==> config.mk <==
export PLATFORM = sky130hd
export DESIGN_NAME = cvp_mem_arbiter
export DESIGN_NICKNAME = d
export VERILOG_FILES = /design/src/rtl/cvp_mem_arbiter.sv
export SDC_FILE = /design/constraint.sdc
export NUM_CORES = 1
export LEC_CHECK = 0
export BUFFER_PORTS_ARGS = -buffer_cell sky130_fd_sc_hd__buf_4
export CAP_MARGIN = 40
export CORE_AREA = 8 8 69 71
export DETAILED_ROUTE_END_ITERATION = 16
export DIE_AREA = 0 0 77 79
export PLACE_DENSITY = 0.9
export RECOVER_POWER = 100
export SETUP_SLACK_MARGIN = 0.2
export SLEW_MARGIN = 20
export SYNTH_ARGS = -nofsm -noshare
export SYNTH_HDL_FRONTEND = slang
export SYNTH_SLANG_ARGS = --single-unit
==> constraint.sdc <==
create_clock -name Clk1 -period 2.8 [get_ports Clk1]
set_input_delay 0.14 -clock Clk1 [delete_from_list [all_inputs] [get_ports Clk1]]
set_output_delay 0.14 -clock Clk1 [all_outputs]
set_load 0.02 [all_outputs]
==> src/rtl/cvp_mem_arbiter.sv <==
// cvp_mem_arbiter: shares the CVP14 system-memory port between the core
// (requester 0) and the host loader/DMA engine (requester 1).
//   - registered req/gnt handshake, one mandatory IDLE turnaround cycle
//   - unlocked tenure limited to MAX_TENURE cycles while the other side waits
//   - lockx keeps the port for bursts (VLD/VST 16-word transfers)
// Configuration macro: CVP_ARB_ROUND_ROBIN_EN
//   defined   : contested grants from IDLE alternate via `owner`
//   undefined : requester 0 always wins contested grants
module cvp_mem_arbiter #(
    parameter int DW         = 16,
    parameter int AW         = 16,
    parameter int MAX_TENURE = 16
) (
    input  logic          Clk1,
    input  logic          Reset,
    input  logic          req0,
    input  logic          req1,
    input  logic          lock0,
    input  logic          lock1,
    input  logic [AW-1:0] addr0,
    input  logic [AW-1:0] addr1,
    input  logic          rd0,
    input  logic          rd1,
    input  logic          wr0,
    input  logic          wr1,
    input  logic [DW-1:0] wdata0,
    input  logic [DW-1:0] wdata1,
    output logic          gnt0,
    output logic          gnt1,
    output logic [DW-1:0] rdata,
    output logic [AW-1:0] Addr,
    output logic          RD,
    output logic          WR,
    output logic [DW-1:0] DataOut,
    input  logic [DW-1:0] DataIn,
    output logic          busy,
    output logic          owner
);

    // Last tenure count an unlocked owner may reach before yielding.
    localparam logic [7:0] TEN_LAST = 8'(MAX_TENURE - 1);

    typedef enum logic [1:0] {
        ST_IDLE = 2'd0,
        ST_OWN0 = 2'd1,
        ST_OWN1 = 2'd2
    } state_t;

    state_t      r_state;
    logic        r_gnt0;
    logic        r_gnt1;
    logic        r_owner;
    logic [7:0]  r_tenure;

    logic        w_contest_pick1;
    logic        w_pick1;
    logic        w_own_req;
    logic        w_own_lock;
    logic        w_oth_req;
    logic        w_release;
    logic        w_preempt;

`ifdef CVP_ARB_ROUND_ROBIN_EN
    // Contested grant goes to whoever did not own the port last.
    assign w_contest_pick1 = ~r_owner;
`else
    // Fixed priority: requester 0 always wins a contested grant.
    assign w_contest_pick1 = 1'b0;
`endif

    // Requester 1 is granted when it is alone or wins the contest.
    assign w_pick1 = req1 & (~req0 | w_contest_pick1);

    // Select the current owner's controls and the other side's request.
    always_comb begin
        w_own_req  = 1'b0;
        w_own_lock = 1'b0;
        w_oth_req  = 1'b0;
        case (r_state)
            ST_OWN0: begin
                w_own_req  = req0;
                w_own_lock = lock0;
                w_oth_req  = req1;
            end
            ST_OWN1: begin
                w_own_req  = req1;
                w_own_lock = lock1;
                w_oth_req  = req0;
            end
            default: ;
        endcase
    end

    assign w_release = ~w_own_req;
    assign w_preempt = w_oth_req & ~w_own_lock & (r_tenure == TEN_LAST);

    // Ownership FSM with registered grants, owner index and tenure counter.
    always_ff @(posedge Clk1) begin
        if (Reset) begin
            r_state  <= ST_IDLE;
            r_gnt0   <= 1'b0;
            r_gnt1   <= 1'b0;
            r_owner  <= 1'b1;
            r_tenure <= '0;
        end else begin
            case (r_state)
                ST_IDLE: begin
                    r_tenure <= '0;
                    if (req0 | req1) begin
                        if (w_pick1) begin
                            r_state <= ST_OWN1;
                            r_gnt1  <= 1'b1;
                            r_owner <= 1'b1;
                        end else begin
                            r_state <= ST_OWN0;
                            r_gnt0  <= 1'b1;
                            r_owner <= 1'b0;
                        end
                    end
                end
                ST_OWN0, ST_OWN1: begin
                    if (w_release | w_preempt) begin
                        // Always pass through IDLE: one-cycle bus turnaround.
                        r_state  <= ST_IDLE;
                        r_gnt0   <= 1'b0;
                        r_gnt1   <= 1'b0;
                        r_tenure <= '0;
                    end else if (!w_own_lock && (r_tenure != TEN_LAST)) begin
                        r_tenure <= r_tenure + 8'd1;
                    end
                end
                default: begin
                    r_state  <= ST_IDLE;
                    r_gnt0   <= 1'b0;
                    r_gnt1   <= 1'b0;
                    r_tenure <= '0;
                end
            endcase
        end
    end

    // Memory port mux: owner's request passes through, idle drives zeros.
    always_comb begin
        Addr    = '0;
        RD      = 1'b0;
        WR      = 1'b0;
        DataOut = '0;
        case (r_state)
            ST_OWN0: begin
                Addr    = addr0;
                RD      = rd0;
                WR      = wr0;
                DataOut = wdata0;
            end
            ST_OWN1: begin
                Addr    = addr1;
                RD      = rd1;
                WR      = wr1;
                DataOut = wdata1;
            end
            default: ;
        endcase
    end

    assign gnt0  = r_gnt0;
    assign gnt1  = r_gnt1;
    assign busy  = r_gnt0 | r_gnt1;
    assign owner = r_owner;
    assign rdata = DataIn;

endmodule

# Yosys cells after proc, flatten, opt, wreduce, memory -nomap -nowiden
# Cells that the tools add are included.
word_totals:
  register_bits: 13
  input_bits: 90
  output_inout_bits: 54
  wordCells: 52
op_classes:
  addsub: 1
  eq_ne: 8
  mux: 19
  bitwise: 10
  n_reduce_logical: 9
op_table:
  columns: ["op", "count"]
  rows:
  - ["case mux 16 bit (2 select lines)", 2]
  - ["case mux 1 bit (2 select lines)", 7]
  - ["adder 8 x 1 -> 8 bit (second input constant)", 1]
  - ["== test 8 x 4 -> 1 bit (second input constant)", 1]
  - ["inequality test 2 bit (second input constant)", 4]
  - ["inequality test 8 x 4 -> 1 bit (second input constant)", 1]
  - ["2-to-1 mux 1 bit", 6]
  - ["2-to-1 mux 2 bit", 3]
  - ["AND reduction 3 bit", 2]
  - ["NOT 1 bit", 4]
  - ["case mux 2 bit (2 select lines)", 1]
  - ["AND reduction 2 bit", 2]
  - ["AND 1 bit", 3]
  - ["bitwise OR 1 bit", 3]
  - ["OR reduction 3 bit", 1]
  - ["== test 2 x 1 -> 1 bit (second input constant)", 1]
  - ["== test 2 bit (second input constant)", 1]
  - ["zero test 2 bit", 1]
  - ["OR reduction 2 bit", 1]
  - ["logical AND 1 bit", 1]
  - ["zero test 1 bit", 1]

# Longest topological paths before layout
# Gate-level depths: netlist (run 1).
logic_depth:
  depth_word: 8
  mapped_depth: 9
  depth_no_buf: 7

# Worst setup path before layout (run 1)
# Ideal clock, no wire load.
synth_path:
  kind: "register -> register"
  from: "reg r_state[1]"
  to: "reg r_gnt1, in the netlist gnt1"
  arrival_ps: 1634
  slack_ps: 1051
  path_stages_with_launch: 9
  n_path_buf: 2
  synth_period_minus_slack_ps: 1749
  cell_sequence: "dfxtp_1 inv_1 ha_1 clkbuf_1 nand2_1 a41o_1 buf_6 a31oi_1 nor2_1"
synth_via:
  elab_chain_cells: 8
synth_lines:
  columns: ["item", "line_no", "text"]
  rows:
  - ["start, declared", "49", "state_t r_state;"]
  - ["start signal, assigned", "100", "r_state <= ST_IDLE;"]
  - ["start signal, assigned", "111", "r_state <= ST_OWN1;"]
  - ["start signal, assigned", "115", "r_state <= ST_OWN0;"]
  - ["== test 2 bit or == test 2 x 1 -> 1 bit (tied branches)", "79, 106", null]
  - ["case mux 1 bit (2 select lines)", "79", "case (r_state)"]
  - ["NOT 1 bit", "95", "assign w_preempt = w_oth_req & ~w_own_lock & (r_tenure == TEN_LAST);"]
  - ["AND 1 bit (2 in a row)", "95", null]
  - ["bitwise OR 1 bit", "122", "if (w_release | w_preempt) begin"]
  - ["inequality test 2 bit (no line)", null, null]
  - ["AND reduction 3 bit (no line)", null, null]
  - ["end signal, assigned", "102", "r_gnt1 <= 1'b0;"]
  - ["end signal, assigned", "126", "r_gnt1 <= 1'b0;"]
  - ["end signal, assigned", "135", "r_gnt1 <= 1'b0;"]
  - ["end, declared", "51", "logic r_gnt1;"]
# Parallel ways exist; a longest one is shown, timed or not.
# A chain may end at the register's enable or synchronous reset.

# Final worst setup path (run 1)
layout_path:
  from: "reg r_state[0]"
  to: "out RD"
layout_via:
  elab_chain_cells: 2
layout_lines:
  columns: ["item", "line_no", "text"]
  rows:
  - ["== test 2 bit or == test 2 x 1 -> 1 bit (tied branches)", "148", "case (r_state)"]
  - ["case mux 1 bit (2 select lines) (*)", "148", null]
  - ["end, declared", "32", "output logic RD,"]
# Every way passes the cells marked *; elsewhere a longest branch is shown, timed or not.

==> results of run 1 <==
[where the power goes]
group / switching [mW] / internal (mW)
logic: 0.149 / 0.142
clock network: 0.0659 / 0.100
registers: 0.00449 / 0.192
total: 0.219 / 0.434
[cells in the mapped netlist]
| cell | instances |
|---|---|
| sky130_fd_sc_hd__a22oi_2 | 1 |
| sky130_fd_sc_hd__a31oi_1 | 1 |
| sky130_fd_sc_hd__nand3_1 | 2 |
| sky130_fd_sc_hd__dfxtp_1 | 13 |
| sky130_fd_sc_hd__o21ai_0 | 2 |
| sky130_fd_sc_hd__xnor2_1 | 4 |
| sky130_fd_sc_hd__nor3_1 | 8 |
| sky130_fd_sc_hd__ha_1 | 4 |
| sky130_fd_sc_hd__or2_2 | 1 |
| sky130_fd_sc_hd__and3_1 | 2 |
| sky130_fd_sc_hd__and4b_1 | 1 |
| sky130_fd_sc_hd__a21o_1 | 1 |
| sky130_fd_sc_hd__nor3_2 | 2 |
| sky130_fd_sc_hd__a22oi_1 | 34 |
| sky130_fd_sc_hd__a21oi_2 | 1 |
| sky130_fd_sc_hd__buf_2 | 1 |
| sky130_fd_sc_hd__a21oi_1 | 2 |
| sky130_fd_sc_hd__xor2_1 | 2 |
| sky130_fd_sc_hd__clkbuf_1 | 7 |
| sky130_fd_sc_hd__a22o_1 | 1 |
| sky130_fd_sc_hd__buf_4 | 16 |
| sky130_fd_sc_hd__nor2_1 | 7 |
| sky130_fd_sc_hd__buf_1 | 4 |
| sky130_fd_sc_hd__a22o_4 | 1 |
| sky130_fd_sc_hd__nand4_1 | 1 |
| sky130_fd_sc_hd__inv_1 | 5 |
| sky130_fd_sc_hd__nor2b_1 | 35 |
| sky130_fd_sc_hd__a41o_1 | 1 |
| sky130_fd_sc_hd__buf_6 | 2 |
| sky130_fd_sc_hd__mux2i_1 | 3 |
| sky130_fd_sc_hd__nand2_1 | 5 |
| sky130_fd_sc_hd__a211oi_2 | 1 |
| sky130_fd_sc_hd__a32o_1 | 2 |
[how the worst max path moves through the flow]
stage	start	to	slack [ps]
after floorplan	r_state[1]	gnt1	1050
after CTS	r_state[0]	r_state[0]	700
final	r_state[0]	RD	450
after global placement	r_state[0]	r_state[0]	810
after global routing	r_state[0]	Addr[15]	290
after detailed placement	r_state[0]	r_state[0]	710
[registers in the layout, indices dropped and copies added, names as in the netlist]
signal and count:
owner 1, r_tenure 8, gnt0 1, r_state 2, gnt1 1
[final cells by class]
cell class	count	area, um^2
repair buffers	114	719
flip-flops and latches	13	260
multi-input cells	125	858
inverters	5	18.8
fillers	387	1830
well taps	50	62.6
clock buffers	4	45.0
[cells by family (layout without fill, tap and decap cells)]
family	after synthesis	in the layout	synth area share [%]
buffers and inverters	35	123	15.4
muxes	3	3	2.23
AOI/OAI and AO/OA	48	48	28.1
xor gates and xnor gates	6	6	3.90
DFF	13	13	19.3
and+or+nand+nor	64	64	27.4
adders and majority gates	4	4	3.71
[metal layers]
layer / GRT usage, % / share of wire (%) / up-vias
met3: 4.63 / 7.1 / 9
met5: 0 / 0 / -
met1: 16.2 / 40 / 741
li1: - / - / 779
met4: 3.96 / 0.85 / 0
met2: 29.0 / 52 / 70
==> run metrics, run 1 <==
run status=finished clean; number of port buffers=between 100 and 150; antenna violations before repair=0; depth of the worst register-to-register path=6; number of hold buffers added after cts=0; Critical Setup Path Class=reg2out; Area growth syn-to-layout=45.6%; Setup crit end kind=output port; clock-pin slew reported for the worst setup and hold paths after clock tree synthesis=50 ps; instance count of the mapped netlist=about 170; vias in the first global route=between 1.5k and 2k; instance count on the critical path=6; number of search-and-repair iterations in the first detailed-routing pass=4; clk_lat worst skew=between 200 and 250 ps; net count after synthesis=267; CP Launch Type=flip-flop; number of warnings reported in the yosys synthesis log=0; hold_sp=Reset; total gr overflow=0; RePlAce Congestion=around 0.8; Fmax=426 MHz; overall fraction of global-route tracks in use=between 10% and 20%; number of inserted diodes=0; final standard cell utilization of the core=roughly half; antenna-violating nets left=0; wire length of the first global-routing pass=slightly below 8000 um; CP max stage cell=sky130_fd_sc_hd__clkbuf_2; area after detailed placement=2080 um^2; Die Ht=79 um; initial core utilization=~36%; min cycle time layout=2350 ps; RSZ-0062 raised after global routing=no; origin of the critical flop-to-flop path=r_state[0]; worst voltage drop across the vdd grid=around 0.25 mV; DRT Wirelength=between 5000 and 6000 um; summed area of non-filler cells in the final layout=1960 um^2; number of standard-cell rows in the floorplan=23; slew at the pin with the worst max-slew slack=523 ps; hold path depth=2; nets@finish=around 360; total of flip-flops plus latches after synthesis=13; largest net degree at the start of global routing=35; final-layout setup total negative slack=0 ps; min setup slack post-route=455 ps; most common library cell in the layout ignoring fill and taps=sky130_fd_sc_hd__buf_4; worst clock skew=roughly 5.9 ps; # Post-CTS Setup Buffers=0; routed length per instance=approximately 17 um; core area=roughly 3800 um^2; DR vias/cell=~5.1; cell types with the largest area share after synthesis=sky130_fd_sc_hd__dfxtp_1 (19%), sky130_fd_sc_hd__a22oi_1 (19%), sky130_fd_sc_hd__nor2b_1 (16%), sky130_fd_sc_hd__buf_4 (8.9%), sky130_fd_sc_hd__ha_1 (3.7%); Crit path buffers/inverters=3; max_cap viols=0; highest-count cells in the layout ignoring fill and taps=sky130_fd_sc_hd__buf_4 (77), sky130_fd_sc_hd__clkbuf_1 (36), sky130_fd_sc_hd__a22oi_1 (35), sky130_fd_sc_hd__nor2b_1 (35), sky130_fd_sc_hd__dfxtp_1 (13); residual DRC count=0; Max Root-Sink Buffers=2; post-synth top area share=around a fifth; initial DRC count=96; detailed placer's ending HPWL=around 4100 um; post_cts resized=0; Setup violations, final=0; data required time of the worst path=around 2700 ps; Slew HR=approximately 65%; number of failing hold endpoints at the final stage=0; sequential-to-total area share from yosys stat=between 10% and 20%; post-layout power=approximately 650 uW; capturing point of the worst reg2reg path=r_state[0]; maximum level of the CTS H-tree=1; die extent in x=77 um; Layout Cells excl Fill=311; share of layout cells above drive strength 1=33.0%; overall via count from detail_route=1599; cell count after placement=just over 300; post-synthesis cell type with the largest combined area=sky130_fd_sc_hd__dfxtp_1; setup slack after placement=a little over 700 ps; R2R Setup Slk=approximately 750 ps; Die Outline Area=6080 um^2; Hold WC Path Type=in2reg; post-route fraction of the period consumed by the critical path=around 84%; Worst EP arrival=about 2200 ps; TritonCTS sink count=13; count of pins on the block boundary=about 140; Pwr Density=around 330 nW/um^2; Worst path top cell family by delay=buffers and inverters; Leak=between 0.7 and 0.8 nW; TritonCTS Buffers=3; Avg Inst Size Synth=~7.8 um^2; worst hold margin=between 150 and 200 ps; end of the worst hold path=r_tenure[7]; cell-by-cell trace of the critical path=inv_1 > ha_1 > clkbuf_2 > a22oi_1 > nor2b_1 > clkbuf_1; maximum single-stage delay on the critical path=about 520 ps; Pins Over Slew Limit=0; worst-path maximum fanout=26; CTS root buf=sky130_fd_sc_hd__clkbuf_8; clock tree from TritonCTS=done; Cell variety after synth=33; Syn Std Cell Area=approximately 1300 um^2
Power figures use the tool's default switching activity.
==> inputs of run 2 (changes only) <==
--- a/config.mk
+++ b/config.mk
@@ -7,10 +7,10 @@
 export LEC_CHECK = 0
 export BUFFER_PORTS_ARGS = -buffer_cell sky130_fd_sc_hd__buf_4
 export CAP_MARGIN = 40
-export CORE_AREA = 8 8 69 71
+export CORE_AREA = 8 8 74 76
 export DETAILED_ROUTE_END_ITERATION = 16
-export DIE_AREA = 0 0 77 79
-export PLACE_DENSITY = 0.9
+export DIE_AREA = 0 0 82 84
+export PLACE_DENSITY = 0.82
 export RECOVER_POWER = 100
 export SETUP_SLACK_MARGIN = 0.2
 export SLEW_MARGIN = 20
==> constraint.sdc (replaced) <==
create_clock -name Clk1 -period 2.06 [get_ports Clk1]
set_input_delay 0.103 -clock Clk1 [delete_from_list [all_inputs] [get_ports Clk1]]
set_output_delay 0.103 -clock Clk1 [all_outputs]
set_load 0.02 [all_outputs]
==> run metrics, run 2 (synthesis results as in run 1) <==
power share of the sequential group=29.5% (-0.6 points); number of search-and-repair iterations in the first detailed-routing pass=4 (unchanged); Setup crit end kind=output port; antenna violations before repair=0 (unchanged); initial core utilization=31.6% (-3.9 points); Fmax=~540 MHz; maximum single-stage delay on the critical path=380 ps (-140 ps); Die Outline Area=6890 um^2 (+13%); number of failing hold endpoints at the final stage=0 (unchanged); min cycle time layout=roughly 1900 ps; share of layout cells above drive strength 1=36.5% (+3.5 points); worst voltage drop across the vdd grid=0.245 mV (-0.96%); Worst EP arrival=1760 ps (-450 ps); overall fraction of global-route tracks in use=13.1% (-2.3 points); largest net degree at the start of global routing=35 (unchanged); Area growth syn-to-layout=52.1%; TritonCTS Buffers=3 (unchanged); routed length per instance=16.1 um (-2.9%); detailed placer's ending HPWL=4180 um (+1.1%); relative contribution of combinational cells to total power=45.6% (+1.1 points); DR vias/cell=4.99 (-3.0%); proportion of power drawn by the clock network=24.9% (-0.5 points); Hold WC Path Type=in2reg; number of inserted diodes=0 (unchanged); worst-path maximum fanout=24 (-7.7%); total gr overflow=0 (unchanged); clk_lat worst skew=240 ps (about the same); DRT Wirelength=5130 um (-0.75%); worst clock skew=5.27 ps (-0.634 ps); overall via count from detail_route=1586 (-0.81%); residual DRC count=0 (unchanged); register containing the most flip-flops in the final layout=r_tenure; number of standard-cell rows in the floorplan=24 (+4.3%); count of pins on the block boundary=144 (unchanged); CP max stage cell=sky130_fd_sc_hd__dfxtp_1; run status=finished clean; cell-by-cell trace of the critical path=inv_1 > ha_1 > buf_4 > nor2b_1 > clkbuf_1; data required time of the worst path=1960 ps (-700 ps); RePlAce Congestion=0.800 (+0.15%); flip-flop count of the largest register, all copies and words added=8 (unchanged); slew at the pin with the worst max-slew slack=320 ps (-203 ps); antenna-violating nets left=0 (unchanged); post-route fraction of the period consumed by the critical path=90.2%; Net Sw Frac=33.2% (-0.28 points); final-layout setup total negative slack=0 ps (unchanged); switching power=302 uW (+38%); die extent in x=82 um (+6.5%); CP Launch Type=flip-flop; Max Root-Sink Buffers=2 (unchanged); highest-count cells in the layout ignoring fill and taps=sky130_fd_sc_hd__buf_4 (85), sky130_fd_sc_hd__nor2b_1 (35), sky130_fd_sc_hd__a22oi_1 (34); clock-pin slew reported for the worst setup and hold paths after clock tree synthesis=60 ps (about the same); CTS root buf=sky130_fd_sc_hd__clkbuf_8; registers with the highest flip-flop counts=r_tenure (8), r_state (2); Critical Setup Path Class=reg2out; Leak=0.842 nW (+5.4%); Pwr Density=443 nW/um^2 (+33%); final standard cell utilization of the core=48.1% (-3.6 points); maximum level of the CTS H-tree=1 (unchanged); core area=4260 um^2 (+12%); vias in the first global route=1559 (+2.4%); most common library cell in the layout ignoring fill and taps=sky130_fd_sc_hd__buf_4; Setup violations, final=0 (unchanged); Pins Over Slew Limit=0 (unchanged); nets@finish=361 (+1.4%); Slew HR=78.6% (+13 points); number of port buffers=111 (unchanged); cell-internal power=606 uW (+40%); max_cap viols=0 (unchanged); RSZ-0062 raised after global routing=yes; clock tree from TritonCTS=done; initial DRC count=24 (-75%); wire length of the first global-routing pass=7430 um (-4.4%); number of hold buffers added after cts=0 (unchanged); Die Ht=84 um (+6.3%); TritonCTS sink count=13 (unchanged)
## run 2: worst max-delay path, delay by kind of cell, from the launching register on
family	cells	cell delay (ps)
flip-flops	1	380
AND/OR/NAND/NOR	1	150
buffers and inverters	3	600
adder cells (fa/ha/maj)	1	370
## run 2: repair_timing
item                       4_1_cts  5_1_grt
gates resized for setup          0        7
setup endpoints to repair        0       37
buffers inserted                 0        1
## run 2: path summary, 6_finish.rpt
path | slack, ps | from | cells past startpoint | to
worst max-delay path | 200 | r_state[1] | 5 | DataOut[2]
worst max register to register | 220 | r_state[1] | 7 | r_tenure[7]
worst min register to register | 510 | gnt0 | 2 | gnt0
worst min-delay path | 140 | Reset | 2 | r_tenure[7]
## run 2: per-layer routing
layer	vias up	wire, um	global-route usage (%)	share of wire [%]
met5	-	0	0	0
met4	0	89	3.99	1.7
met3	12	551	3.13	11
met2	60	2680	25.6	52
met1	726	1800	12.5	35
li1	788	-	-	-
## run 2: area by class of cell
| class | count | area (um^2) |
|---|---|---|
| clock buffers | 4 | 45.0 |
| fillers | 448 | 2210 |
| inverters | 5 | 18.8 |
| multi-input cells | 125 | 878 |
| flip-flops and latches | 13 | 260 |
| well taps | 52 | 65.1 |
| repair buffers | 119 | 785 |
## run 2: per-stage QoR
step	area (um^2)	power, mW	worst slack [ps]	std cells	hold slack [ps]
floorplan	1350	0.550	311	173	211
global placement	2110	0.702	378	313	206
detailed placement	2110	0.711	301	313	206
CTS	2160	0.942	205	317	129
global route	2050	0.962	70.8	318	149
finish	2050	0.908	202	318	136
## run 2: power groups by stage
stage               Sequential (mW)  Combinational [mW]  Clock (mW)
floorplan                     0.279               0.271           0
global placement              0.272               0.430           0
detailed placement            0.273               0.438           0
CTS                           0.268               0.440       0.234
global route                  0.269               0.449       0.245
finish                        0.268               0.414       0.226
==> inputs of run 3 (changes only) <==
==> constraint.sdc (replaced) <==
create_clock -name Clk1 -period 2.06 [get_ports Clk1]
set_input_delay 0.206 -clock Clk1 [delete_from_list [all_inputs] [get_ports Clk1]]
set_output_delay 0.206 -clock Clk1 [all_outputs]
set_load 0.02 [all_outputs]
==> run metrics, run 3 (synthesis results as in run 1) <==
number of inserted diodes=0 (unchanged); origin of the critical flop-to-flop path=r_state[1]; die extent in x=82 um (unchanged); clock-pin slew reported for the worst setup and hold paths after clock tree synthesis=50 ps (about the same); maximum level of the CTS H-tree=1 (unchanged); Setup violations, final=0 (unchanged); overall fraction of global-route tracks in use=13.5% (+0.43 points); Pwr Density=442 nW/um^2 (-0.12%); Net Sw Frac=32.9% (-0.39 points); data required time of the worst path=1850 ps (-110 ps); number of standard-cell rows in the floorplan=24 (unchanged); vias in the first global route=1569 (+0.64%); max_cap viols=0 (unchanged); capturing point of the worst reg2reg path=r_tenure[3]; R2R Setup Slk=240 ps (+20 ps); routed length per instance=16.3 um (+0.90%); count of pins on the block boundary=144 (unchanged); relative contribution of combinational cells to total power=47.5% (+1.9 points); Max Root-Sink Buffers=2 (unchanged); run status=finished clean; core area=4260 um^2 (unchanged); wire length of the first global-routing pass=7680 um (+3.3%); power share of the sequential group=28.3% (-1.2 points); # Post-CTS Setup Buffers=0 (unchanged); Area growth syn-to-layout=59.5%; largest net degree at the start of global routing=30 (-14%); flip-flop count of the largest register, all copies and words added=8 (unchanged); worst voltage drop across the vdd grid=0.305 mV (+24%); RePlAce Congestion=0.829 (+3.5%); antenna-violating nets left=0 (unchanged); initial core utilization=31.6% (unchanged); depth of the worst register-to-register path=7 (unchanged); Critical Setup Path Class=reg2out; register containing the most flip-flops in the final layout=r_tenure; proportion of power drawn by the clock network=24.2% (-0.7 points); most common library cell in the layout ignoring fill and taps=sky130_fd_sc_hd__buf_4; cell-internal power=638 uW (+5.3%); number of search-and-repair iterations in the first detailed-routing pass=4 (unchanged); antenna violations before repair=0 (unchanged); DRT Wirelength=5160 um (+0.59%); TritonCTS Buffers=3 (unchanged); post-route fraction of the period consumed by the critical path=91.0% (+0.78 points); clk_lat worst skew=250 ps (about the same); Pins Over Slew Limit=0 (unchanged); total gr overflow=0 (unchanged); startpoint of the most critical setup path=r_state[1]; overall via count from detail_route=1581 (-0.32%); final standard cell utilization of the core=50.4% (+2.3 points); DR vias/cell=4.99 (about the same); final-layout setup total negative slack=0 ps (unchanged); detailed placer's ending HPWL=4190 um (+0.27%); worst clock skew=1.44 ps (-3.83 ps); nets@finish=360 (-0.28%); worst-path maximum fanout=24 (unchanged); CTS root buf=sky130_fd_sc_hd__clkbuf_8; switching power=312 uW (+3.5%); CP Launch Type=flip-flop; residual DRC count=0 (unchanged); Hold WC Path Type=in2reg; Die Ht=84 um (unchanged); registers with the highest flip-flop counts=r_tenure (8), r_state (2); min cycle time layout=1870 ps (+16.0 ps); slew at the pin with the worst max-slew slack=445 ps (+125 ps); Leak=0.904 nW (+7.4%); RSZ-0062 raised after global routing=no; initial DRC count=43 (+79%); Setup crit end kind=output port; clock tree from TritonCTS=done; Slew HR=70.1% (-8.5 points); Worst EP arrival=1670 ps (-90 ps); Die Outline Area=6890 um^2 (unchanged); number of port buffers=111 (unchanged); Fmax=534 MHz (-0.85%); TritonCTS sink count=13 (unchanged); highest-count cells in the layout ignoring fill and taps=sky130_fd_sc_hd__buf_4 (96), sky130_fd_sc_hd__a22oi_1 (34), sky130_fd_sc_hd__nor2b_1 (34); share of layout cells above drive strength 1=42.6% (+6.2 points); worst setup path endpoint=DataOut[8]; number of failing hold endpoints at the final stage=0 (unchanged)
run 3: final cells by class:
cell class / instances / area [um^2]
fill: 421 / 2110
inverter: 5 / 18.8
multi-input combinational: 125 / 907
tap: 52 / 65.1
timing repair buffer: 118 / 855
sequential: 13 / 260
clock buffer: 4 / 45.0
run 3: critical path, cell delays in order, from the launching register on:
cell	delay, ps
sky130_fd_sc_hd__dfxtp_1	400
sky130_fd_sc_hd__inv_1	140
sky130_fd_sc_hd__ha_4	320
sky130_fd_sc_hd__buf_8	160
sky130_fd_sc_hd__nor2b_1	130
sky130_fd_sc_hd__clkbuf_1	260
run 3: worst min path at each step:
| stage | start | endpoint | slack, ps | depth (start not counted) |
|---|---|---|---|---|
| 5_1_grt | Reset | r_tenure[1] | 250 | 2 |
| 3_5_place_dp | DataIn[0] | rdata[0] | 410 | 0 |
| 6_report | Reset | r_tenure[1] | 230 | 2 |
| 2_1_floorplan | Reset | owner | 310 | 2 |
| 4_1_cts | Reset | r_tenure[7] | 220 | 2 |
| 3_3_place_gp | DataIn[0] | rdata[0] | 410 | 0 |
run 3: timing repair:
| action | 4_1_cts | 5_1_grt |
|---|---|---|
| gates resized for setup | 2 | 16 |
| cloned | 0 | 0 |
| hold buffers | 0 | 0 |
| setup endpoints to repair | 29 | 38 |
run 3: stage by stage:
| stage | instance area (um^2) | instances | hold WS [ps] | setup slack, ps | total power, mW |
|---|---|---|---|---|---|
| 2_1_floorplan | 1350 | 173 | 314 | 305 | 0.550 |
| 3_3_place_gp | 2110 | 313 | 412 | 390 | 0.708 |
| 3_5_place_dp | 2110 | 313 | 412 | 290 | 0.714 |
| 4_1_cts | 2160 | 317 | 225 | 201 | 0.948 |
| 5_1_grt | 2150 | 317 | 247 | 108 | 1.00 |
| 6_report | 2150 | 317 | 227 | 186 | 0.951 |
run 3: layer usage:
layer / vias up / share of wire (%) / track usage (%) / wire length, um
met5: - / 0 / 0 / 0
met4: 0 / 1.8 / 4.15 / 95
met3: 12 / 11 / 2.80 / 566
met2: 64 / 51 / 24.7 / 2640
met1: 717 / 36 / 14.5 / 1860
li1: 788 / - / - / -
run 3: power by group through the flow:
stage | Combinational, mW | Sequential [mW] | Clock [mW]
finish | 0.451 | 0.269 | 0.230
global route | 0.488 | 0.270 | 0.245
CTS | 0.446 | 0.267 | 0.234
detailed placement | 0.442 | 0.272 | 0
global placement | 0.436 | 0.272 | 0
floorplan | 0.271 | 0.279 | 0
